`src/rtl/hazard_ctrl.sv`:
```
// rtl/hazard_ctrl.sv - pipeline sequencing controller: load-use, branch flush, memory wait with timeout
module hazard_ctrl #(
  parameter int unsigned MEM_TIMEOUT = 16
) (
  input  logic        clk,
  input  logic        rst_n,
  input  logic [2:0]  id_rs,
  input  logic [2:0]  id_rt,
  input  logic        id_uses_rs,
  input  logic        id_uses_rt,
  input  logic        ex_mem_read,
  input  logic [2:0]  ex_dest,
  input  logic        ex_branch_taken,
  input  logic        ex_halt,
  input  logic        mem_access,
  input  logic        mem_ready,
  output logic        pc_write,
  output logic        if_id_write,
  output logic        if_id_flush,
  output logic        id_ex_flush,
  output logic        pipe_hold,
  output logic        halted,
  output logic        mem_error,
  output logic [15:0] stall_cycles
);

  typedef enum logic [1:0] {RUN, MEM_WAIT, HALT} state_t;

  state_t      state_q, state_d;
  logic [15:0] wait_cnt_q, wait_cnt_d;
  logic [15:0] stall_cycles_q, stall_cycles_d;
  logic        mem_error_q, mem_error_d;
  logic        load_use;
  logic        mem_stall;

  // r0 is hardwired zero, so a load targeting it never blocks the ID instruction
  assign load_use = ex_mem_read && (ex_dest != 3'd0) &&
                    ((id_uses_rs && (id_rs == ex_dest)) ||
                     (id_uses_rt && (id_rt == ex_dest)));

  // HALT ignores the memory port; RUN and MEM_WAIT both honour a pending access
  assign mem_stall = (state_q != HALT) && mem_access && !mem_ready;

  // Combinational pipeline controls in priority order; reset forces every stage to take a NOP
  always_comb begin
    pc_write    = 1'b1;
    if_id_write = 1'b1;
    if_id_flush = 1'b0;
    id_ex_flush = 1'b0;
    pipe_hold   = 1'b0;
    if (!rst_n) begin
      pc_write    = 1'b0;
      if_id_write = 1'b0;
      if_id_flush = 1'b1;
      id_ex_flush = 1'b1;
    end else if (state_q == HALT || mem_stall) begin
      // EX stays frozen, so a branch or load-use in flight is re-presented after the hold
      pc_write    = 1'b0;
      if_id_write = 1'b0;
      pipe_hold   = 1'b1;
    end else if (ex_branch_taken) begin
      // The ID instruction is squashed anyway, so a coincident load-use is moot
      if_id_flush = 1'b1;
      id_ex_flush = 1'b1;
    end else if (load_use) begin
      pc_write    = 1'b0;
      if_id_write = 1'b0;
      id_ex_flush = 1'b1;
    end
  end

  // Next state, wait timer and sticky timeout flag
  always_comb begin
    state_d     = state_q;
    wait_cnt_d  = wait_cnt_q;
    mem_error_d = mem_error_q;
    case (state_q)
      RUN: begin
        if (mem_stall) begin
          state_d    = MEM_WAIT;
          wait_cnt_d = 16'd0;
        end else if (ex_halt) begin
          state_d = HALT;
        end
      end
      MEM_WAIT: begin
        if (mem_ready) begin
          state_d    = RUN;
          wait_cnt_d = 16'd0;
        end else if (wait_cnt_q == 16'(MEM_TIMEOUT - 1)) begin
          state_d     = HALT;
          wait_cnt_d  = 16'd0;
          mem_error_d = 1'b1;
        end else begin
          wait_cnt_d = wait_cnt_q + 16'd1;
        end
      end
      HALT:    state_d = HALT;
      default: state_d = RUN;
    endcase
  end

  // Saturating count of cycles in which the PC did not advance, frozen once halted
  always_comb begin
    stall_cycles_d = stall_cycles_q;
    if (state_q != HALT && !pc_write && stall_cycles_q != 16'hFFFF) begin
      stall_cycles_d = stall_cycles_q + 16'd1;
    end
  end

  // State registers with asynchronous active-low reset
  always_ff @(posedge clk or negedge rst_n) begin
    if (!rst_n) begin
      state_q        <= RUN;
      wait_cnt_q     <= 16'd0;
      stall_cycles_q <= 16'd0;
      mem_error_q    <= 1'b0;
    end else begin
      state_q        <= state_d;
      wait_cnt_q     <= wait_cnt_d;
      stall_cycles_q <= stall_cycles_d;
      mem_error_q    <= mem_error_d;
    end
  end

  assign halted       = (state_q == HALT);
  assign mem_error    = mem_error_q;
  assign stall_cycles = stall_cycles_q;

endmodule

```
`config.mk`:
```
export PLATFORM = sky130hd
export DESIGN_NAME = hazard_ctrl
export DESIGN_NICKNAME = d
export VERILOG_FILES = /design/src/rtl/hazard_ctrl.sv
export SDC_FILE = /design/constraint.sdc
export NUM_CORES = 1
export LEC_CHECK = 0
export BUFFER_PORTS_ARGS = -buffer_cell sky130_fd_sc_hd__buf_4
export CORE_UTILIZATION = 40
export DETAILED_ROUTE_END_ITERATION = 6
export GPL_TIMING_DRIVEN = 0
export HOLD_SLACK_MARGIN = 0.02
export REMOVE_ABC_BUFFERS = 1
export SETUP_SLACK_MARGIN = 0.05
export SLEW_MARGIN = 25
export SYNTH_ARGS = -nofsm -noshare
export SYNTH_HDL_FRONTEND = slang
export SYNTH_SLANG_ARGS = --single-unit
```
`constraint.sdc`:
```
create_clock -name clk -period 2.11 [get_ports clk]
set_clock_uncertainty 0.05 [all_clocks]
set_input_delay 0.422 -clock clk [delete_from_list [all_inputs] [get_ports clk]]
set_output_delay 0.422 -clock clk [all_outputs]
set_load 0.02 [all_outputs]
```
==> out/summary.txt, run 1 <==
all-layer global routing usage -> 17.2%
overall power -> 0.00169 W
RSZ-0062 raised after global routing -> no
Max Cap Violations -> 0
PwrDens -> 676 nW/um^2
max-slew violations -> 0
Initial Util -> 42.2%
initial antenna violation count -> 0
leakage -> 1.08 nW
DR vias/cell -> 5.16
Root Driver -> clkbuf_8
H-tree Lvls -> 2
Routability Congestion -> 0.826
layout net count -> 273
final setup vio count -> 0
Die Y -> 73.1 um
Iteration-0 DRC Markers -> 76
outcome -> finished clean
vias -> 1655
Crit Path Category -> flop to flop
worst reg2reg path depth -> 6
Core ar. -> 4790 um^2
layout cells sized above 1 -> 29.1%
library cells used by synthesis -> 48
final antenna-violating net count -> 0
Detailed Routing Iterations Pass 1 -> 4
Hold/Removal Path Class -> primary input to asynchronous set/reset pin
clk sinks -> 35
Ant. Diodes -> 0
pin count of the biggest net entering global routing -> 41
worst-skew pair later-pin latency -> 0.29 ns
Seq/Total Area, Yosys -> 43.3%
# rows -> 25
FFs w/ async S/R, synth -> 100%
area grow syn2layout -> 24.0%
Die Area -> 5340 um^2
vias in the first global route -> 1537
Finished Core Util -> 52.3%
Worst-path clk slew -> 0.07 ns
Bufs on Longest Clock Path -> 2
Cell Area, Synth -> 2020 um^2
setup_tns -> 0 ns
CTS buffer count -> 5
CP startpoint kind -> flop
Yosys reg bits -> 35
Finished Layout Cells -> 321
area share of the largest cell type after synthesis -> 43.3%
slew margin rel. -> 59.8%
Worst Path Required -> 2.24 ns
Tcrit/Tclk final -> 93.7%
nature of the critical path endpoint -> flop
instance count of the mapped netlist -> 206
Reg2Reg Launch Point -> wait_cnt_q[9]$_DFFE_PN0P_
Critical R2R Capture -> wait_cnt_q[15]$_DFFE_PN0P_
CP Max Fanout -> 12
Inst Count DP -> 310
post-detail-place hpwl -> 2940 um
Die Wd -> 73.1 um
first-pass GRT wire length -> 7080 um
Fillers -> 449
maximum vdd drop -> 0.000618 V
synth top area cells -> dfrtp_1 43%, xnor2_1 13%, nand3_1 4.2%
R2R Setup Slk -> 0.13 ns
Hold Vio Cnt, Final -> 0
Post-Route WL -> 4190 um
DR WL/cell -> 13.1 um
crit path DAT -> 2.10 ns
CTS tree -> done
DRC violations left -> 0
Synth area leader -> dfrtp_1
Synth Flop Type -> dfrtp_1
Port Buffers -> 40
Slew @ Worst Pin -> 0.602 ns
final global-route overflow total -> 0
Peak Freq -> 0.506 GHz
Yosys warning total -> 0
num ports -> 41
Post-synth EDFFs -> 0
mean post-synth cell area -> 9.81 um^2
fin crit period -> 1.98 ns
==> worst max path at each step <==
| stage | start | to | slack [ns] | cells past startpoint |
|---|---|---|---|---|
| final | wait_cnt_q[9]$_DFFE_PN0P_ | wait_cnt_q[15]$_DFFE_PN0P_ | 0.13 | 6 |
| after global routing | wait_cnt_q[9]$_DFFE_PN0P_ | wait_cnt_q[15]$_DFFE_PN0P_ | 0.06 | 6 |
| after CTS | state_q[1]$_DFFE_PN0P_ | stall_cycles[1]$_DFFE_PN0P_ | 0.11 | 5 |
| after detailed placement | rst_n | stall_cycles[1]$_DFFE_PN0P_ | -0.29 | 5 |
| after global placement | rst_n | stall_cycles[1]$_DFFE_PN0P_ | -0.28 | 5 |
| after floorplan | state_q[1]$_DFFE_PN0P_ | stall_cycles[1]$_DFFE_PN0P_ | 0.16 | 5 |
==> synth_stat cells, drive strengths merged, types with 2 or more instances <==
| cell | count |
|---|---|
| dfrtp | 35 |
| xnor2 | 31 |
| nor2 | 28 |
| nand2 | 17 |
| nand3 | 17 |
| nor3 | 10 |
| nand4 | 9 |
| o21ai | 7 |
| inv | 6 |
| and3 | 4 |
| nor2b | 4 |
| or4 | 4 |
| a21o | 2 |
| buf | 2 |
| ha | 2 |
| mux2 | 2 |
| nand3b | 2 |
| nor3b | 2 |
==> critical path, cell delays in order, from the launching register on <==
cell     delay [ns]
dfrtp_1        0.45
or4_4          0.54
nor4_4         0.34
nor2_2         0.13
nor2_4         0.14
buf_12         0.16
nor2_1         0.06
==> cell families (layout without fill, tap and decap cells) <==
family / count (synthesis) / after routing / share of synthesized area [%]
adder cells (fa/ha/maj): 2 / 2 / 1.24
XOR/XNOR: 32 / 32 / 13.9
multiplexers: 2 / 2 / 1.11
buffers and inverters: 9 / 57 / 2.66
AO/OA/AOI/OAI: 20 / 20 / 7.06
flip-flops: 35 / 35 / 43.3
AND/OR/NAND/NOR: 106 / 106 / 30.7
==> final cells by class <==
cell class              instances  area [um^2]  area share, %
multi-input cells             162         1100           44.1
well taps                      67         83.8           3.35
flip-flops and latches         35          876           35.0
clock inverters                 3         15.0          0.599
clock buffers                   5         68.8           2.75
repair buffers                 43          335           13.4
inverters                       6         22.5          0.899
==> metal layers <==
| layer | track usage (%) | vias to the layer above | wire [um] | share of wire (%) |
|---|---|---|---|---|
| met3 | 2.90 | 5 | 142 | 3.4 |
| met1 | 22.7 | 800 | 1940 | 46 |
| met2 | 27.6 | 34 | 2060 | 49 |
| met4 | 7.63 | 0 | 54 | 1.3 |
| met5 | 0 | - | 0 | 0 |
| li1 | - | 816 | - | - |
==> metrics by stage <==
stage                     cell area [um^2]  hold slack (ns)  setup WS (ns)
after floorplan                       1990           0.0764          0.160
after global placement                2370            0.371         -0.278
after detailed placement              2370            0.386         -0.293
after CTS                             2480           0.0701          0.109
after global routing                  2500           0.0889         0.0593
final                                 2500           0.0574          0.132
==> power by group <==
| part | internal, W | switching (W) |
|---|---|---|
| registers | 0.000747 | 0.0000923 |
| logic | 0.000185 | 0.000202 |
| clock network | 0.000226 | 0.000242 |
==> sequential cells by signal (all words and copies together), names as in the netlist <==
name          count
mem_error         1
stall_cycles     16
state_q           2
wait_cnt_q       16
==> timing repair <==
action / CTS / global route
resized for setup: 1 / 1
pin swaps: 1 / 1
cloned: 0 / 0
hold buffers: 0 / 0
setup endpoints to repair: 13 / 2
buffers inserted: 1 / 2
endpoints found under the hold margin: 0 / 0
==> layout by cell type (no fill, tap or decap), types with 4 or more instances in the layout <==
cell type	instances
buf_4	42
dfrtp_1	35
xnor2_1	31
nand2_1	17
nand3_1	16
nor2_1	16
nor2_2	11
nor3_1	9
nand4_1	8
inv_1	6
clkbuf_8	5
and3_1	4
o21ai_1	4
Note: power is estimated with default switching activity, not from simulation.
==> inputs of run 2 (changes only) <==
--- a/config.mk
+++ b/config.mk
@@ -6,10 +6,11 @@
 export NUM_CORES = 1
 export LEC_CHECK = 0
 export BUFFER_PORTS_ARGS = -buffer_cell sky130_fd_sc_hd__buf_4
-export CORE_UTILIZATION = 40
+export CORE_UTILIZATION = 30
 export DETAILED_ROUTE_END_ITERATION = 6
 export GPL_TIMING_DRIVEN = 0
 export HOLD_SLACK_MARGIN = 0.02
+export RECOVER_POWER = 100
 export REMOVE_ABC_BUFFERS = 1
 export SETUP_SLACK_MARGIN = 0.05
 export SLEW_MARGIN = 25
==> constraint.sdc (replaced) <==
create_clock -name clk -period 2.5 [get_ports clk]
set_clock_uncertainty 0.05 [all_clocks]
set_input_delay 0.5 -clock clk [delete_from_list [all_inputs] [get_ports clk]]
set_output_delay 0.5 -clock clk [all_outputs]
set_load 0.02 [all_outputs]
==> run 2 against run 1 <==
  * The run now ends with design-rule violations left
  * Final cell count is 2.2% higher
  * Final area shrank 4.2%
  * Critical path depth shrank 1
  * Flip-flop and latch count is the same
  * Fmax is 11% lower
  * Sequential share of layout area grew 1.6 points
  * Combinational power decreased by 27%
  * Utilization down 15 points
  * Worst hold slack gained 0.060 ns
  * Wire length down 1.8%
  * Worst setup slack improved by 0.13 ns
  * Global-route usage is 5.3 points lower
  * Largest cell class unchanged
  * Largest power group unchanged
==> out/summary.txt, run 2 (synthesis results as in run 1) <==
slew margin rel. -> 59.7%
Iteration-0 DRC Markers -> 80
Die Area -> 7070 um^2
vias -> 1643
Core ar. -> 6420 um^2
CTS tree -> done
CTS Hold Bufs -> 0
num ports -> 41
Post-Route WL -> 4120 um
leakage -> 0.972 nW
DR WL/cell -> 12.6 um
postcts setup bufs -> 0
clk sinks -> 35
overall power -> 0.00151 W
outcome -> finished, violations left
Slew @ Worst Pin -> 0.604 ns
worst-skew pair later-pin latency -> 0.29 ns
maximum vdd drop -> 0.000490 V
Worst Setup Slack, final -> 0.265 ns
Die Wd -> 84.1 um
Die Y -> 84.1 um
fin crit period -> 2.23 ns
CP Max Fanout -> 12
crit path DAT -> 2.35 ns
H-tree Lvls -> 2
Port Buffers -> 40
final setup vio count -> 0
first-pass GRT wire length -> 6800 um
Worst Path Required -> 2.61 ns
Max Cap Violations -> 0
RSZ-0062 raised after global routing -> no
vias in the first global route -> 1502
Hold/Removal Path Class -> primary input to asynchronous set/reset pin
Peak Freq -> 0.447 GHz
Initial Util -> 31.5%
failing checks -> design-rule violations
pin count of the biggest net entering global routing -> 41
Ant. Diodes -> 0
Routability Congestion -> 0.791
layout cells sized above 1 -> 17.9%
DR vias/cell -> 5.01
nature of the critical path endpoint -> flop
max-slew violations -> 0
layout net count -> 270
Multi-input gate area -> 1070 um^2
final global-route overflow total -> 0
worst reg2reg path depth -> 5
DRC violations left -> 2
CP startpoint kind -> flop
# rows -> 29
Hold Vio Cnt, Final -> 0
Placement Setup Slack -> -0.000349 ns
Fillers -> 654
all-layer global routing usage -> 11.9%
post-detail-place hpwl -> 2980 um
met2 global-route usage -> 20.4%
met1 GRT Util -> 14.7%
PostCTS Resize Cnt -> 0
CTS buffer count -> 5
Crit Path Category -> flop to flop
final antenna-violating net count -> 0
most frequent cells in the layout -> 35 x dfrtp_1, 31 x xnor2_1, 22 x clkbuf_1
area grow syn2layout -> 18.7%
busiest grt layer -> met2
met3 Resource Use GR -> 2.77%
Bufs on Longest Clock Path -> 2
commonest non-fill, non-tap cell in the layout -> dfrtp_1
Root Driver -> clkbuf_8
Seq. cell area -> 876 um^2
Detailed Routing Iterations Pass 1 -> 6
PwrDens -> 630 nW/um^2
Tcrit/Tclk final -> 89.4%
initial antenna violation count -> 0
Worst-path clk slew -> 0.07 ns
run 2: area by class of cell:
class	instances	share of cell area, %
Multi-Input combinational cell	162	44.8
Sequential cell	35	36.5
Timing Repair Buffer	40	9.08
Tap cell	77	4.02
Clock buffer	5	2.87
Clock inverter	3	1.83
Inverter	6	0.939
run 2: critical path, cell delays in order, from the launching register on:
cell	delay, ns
dfrtp_1	0.44
or4_4	0.54
nor4_1	0.47
nor2_2	0.15
nor2_4	0.36
nor2_1	0.09
run 2: final timing paths:
check / slack [ns] / end / start
setup / recovery: 0.27 / wait_cnt_q[15]$_DFFE_PN0P_ / wait_cnt_q[10]$_DFFE_PN0P_
hold / removal: 0.12 / stall_cycles[0]$_DFFE_PN0P_ / rst_n
setup reg to reg: 0.27 / wait_cnt_q[15]$_DFFE_PN0P_ / wait_cnt_q[10]$_DFFE_PN0P_
hold reg to reg: 0.42 / mem_error$_DFFE_PN0P_ / mem_error$_DFFE_PN0P_
max in group asynchronous: 1.94 / wait_cnt_q[10]$_DFFE_PN0P_ / rst_n
min in group clk: 0.40 / state_q[0]$_DFFE_PN0P_ / mem_access
run 2: metrics by stage:
step           hold slack [ns]  area [um^2]  setup TNS [ns]  cells  utilization (%)
2_1_floorplan            0.154         1990               0    203                -
3_3_place_gp             0.400         2390               0    320             37.2
3_5_place_dp             0.409         2390       -0.000349    320             37.2
4_1_cts                  0.139         2500               0    328             38.9
5_1_grt                  0.156         2400               0    328             37.3
6_report                 0.118         2400               0    328             37.3
run 2: metal layers:
layer	routed length [um]	part of all wire, %
met1	1900	46
met4	49	1.2
met3	144	3.5
met2	2020	49
met5	0	0
run 2: power breakdown:
part | internal (W) | switching, W
combinational | 0.000129 | 0.000151
sequential | 0.000630 | 0.0000800
clock | 0.000297 | 0.000223
total | 0.00106 | 0.000454
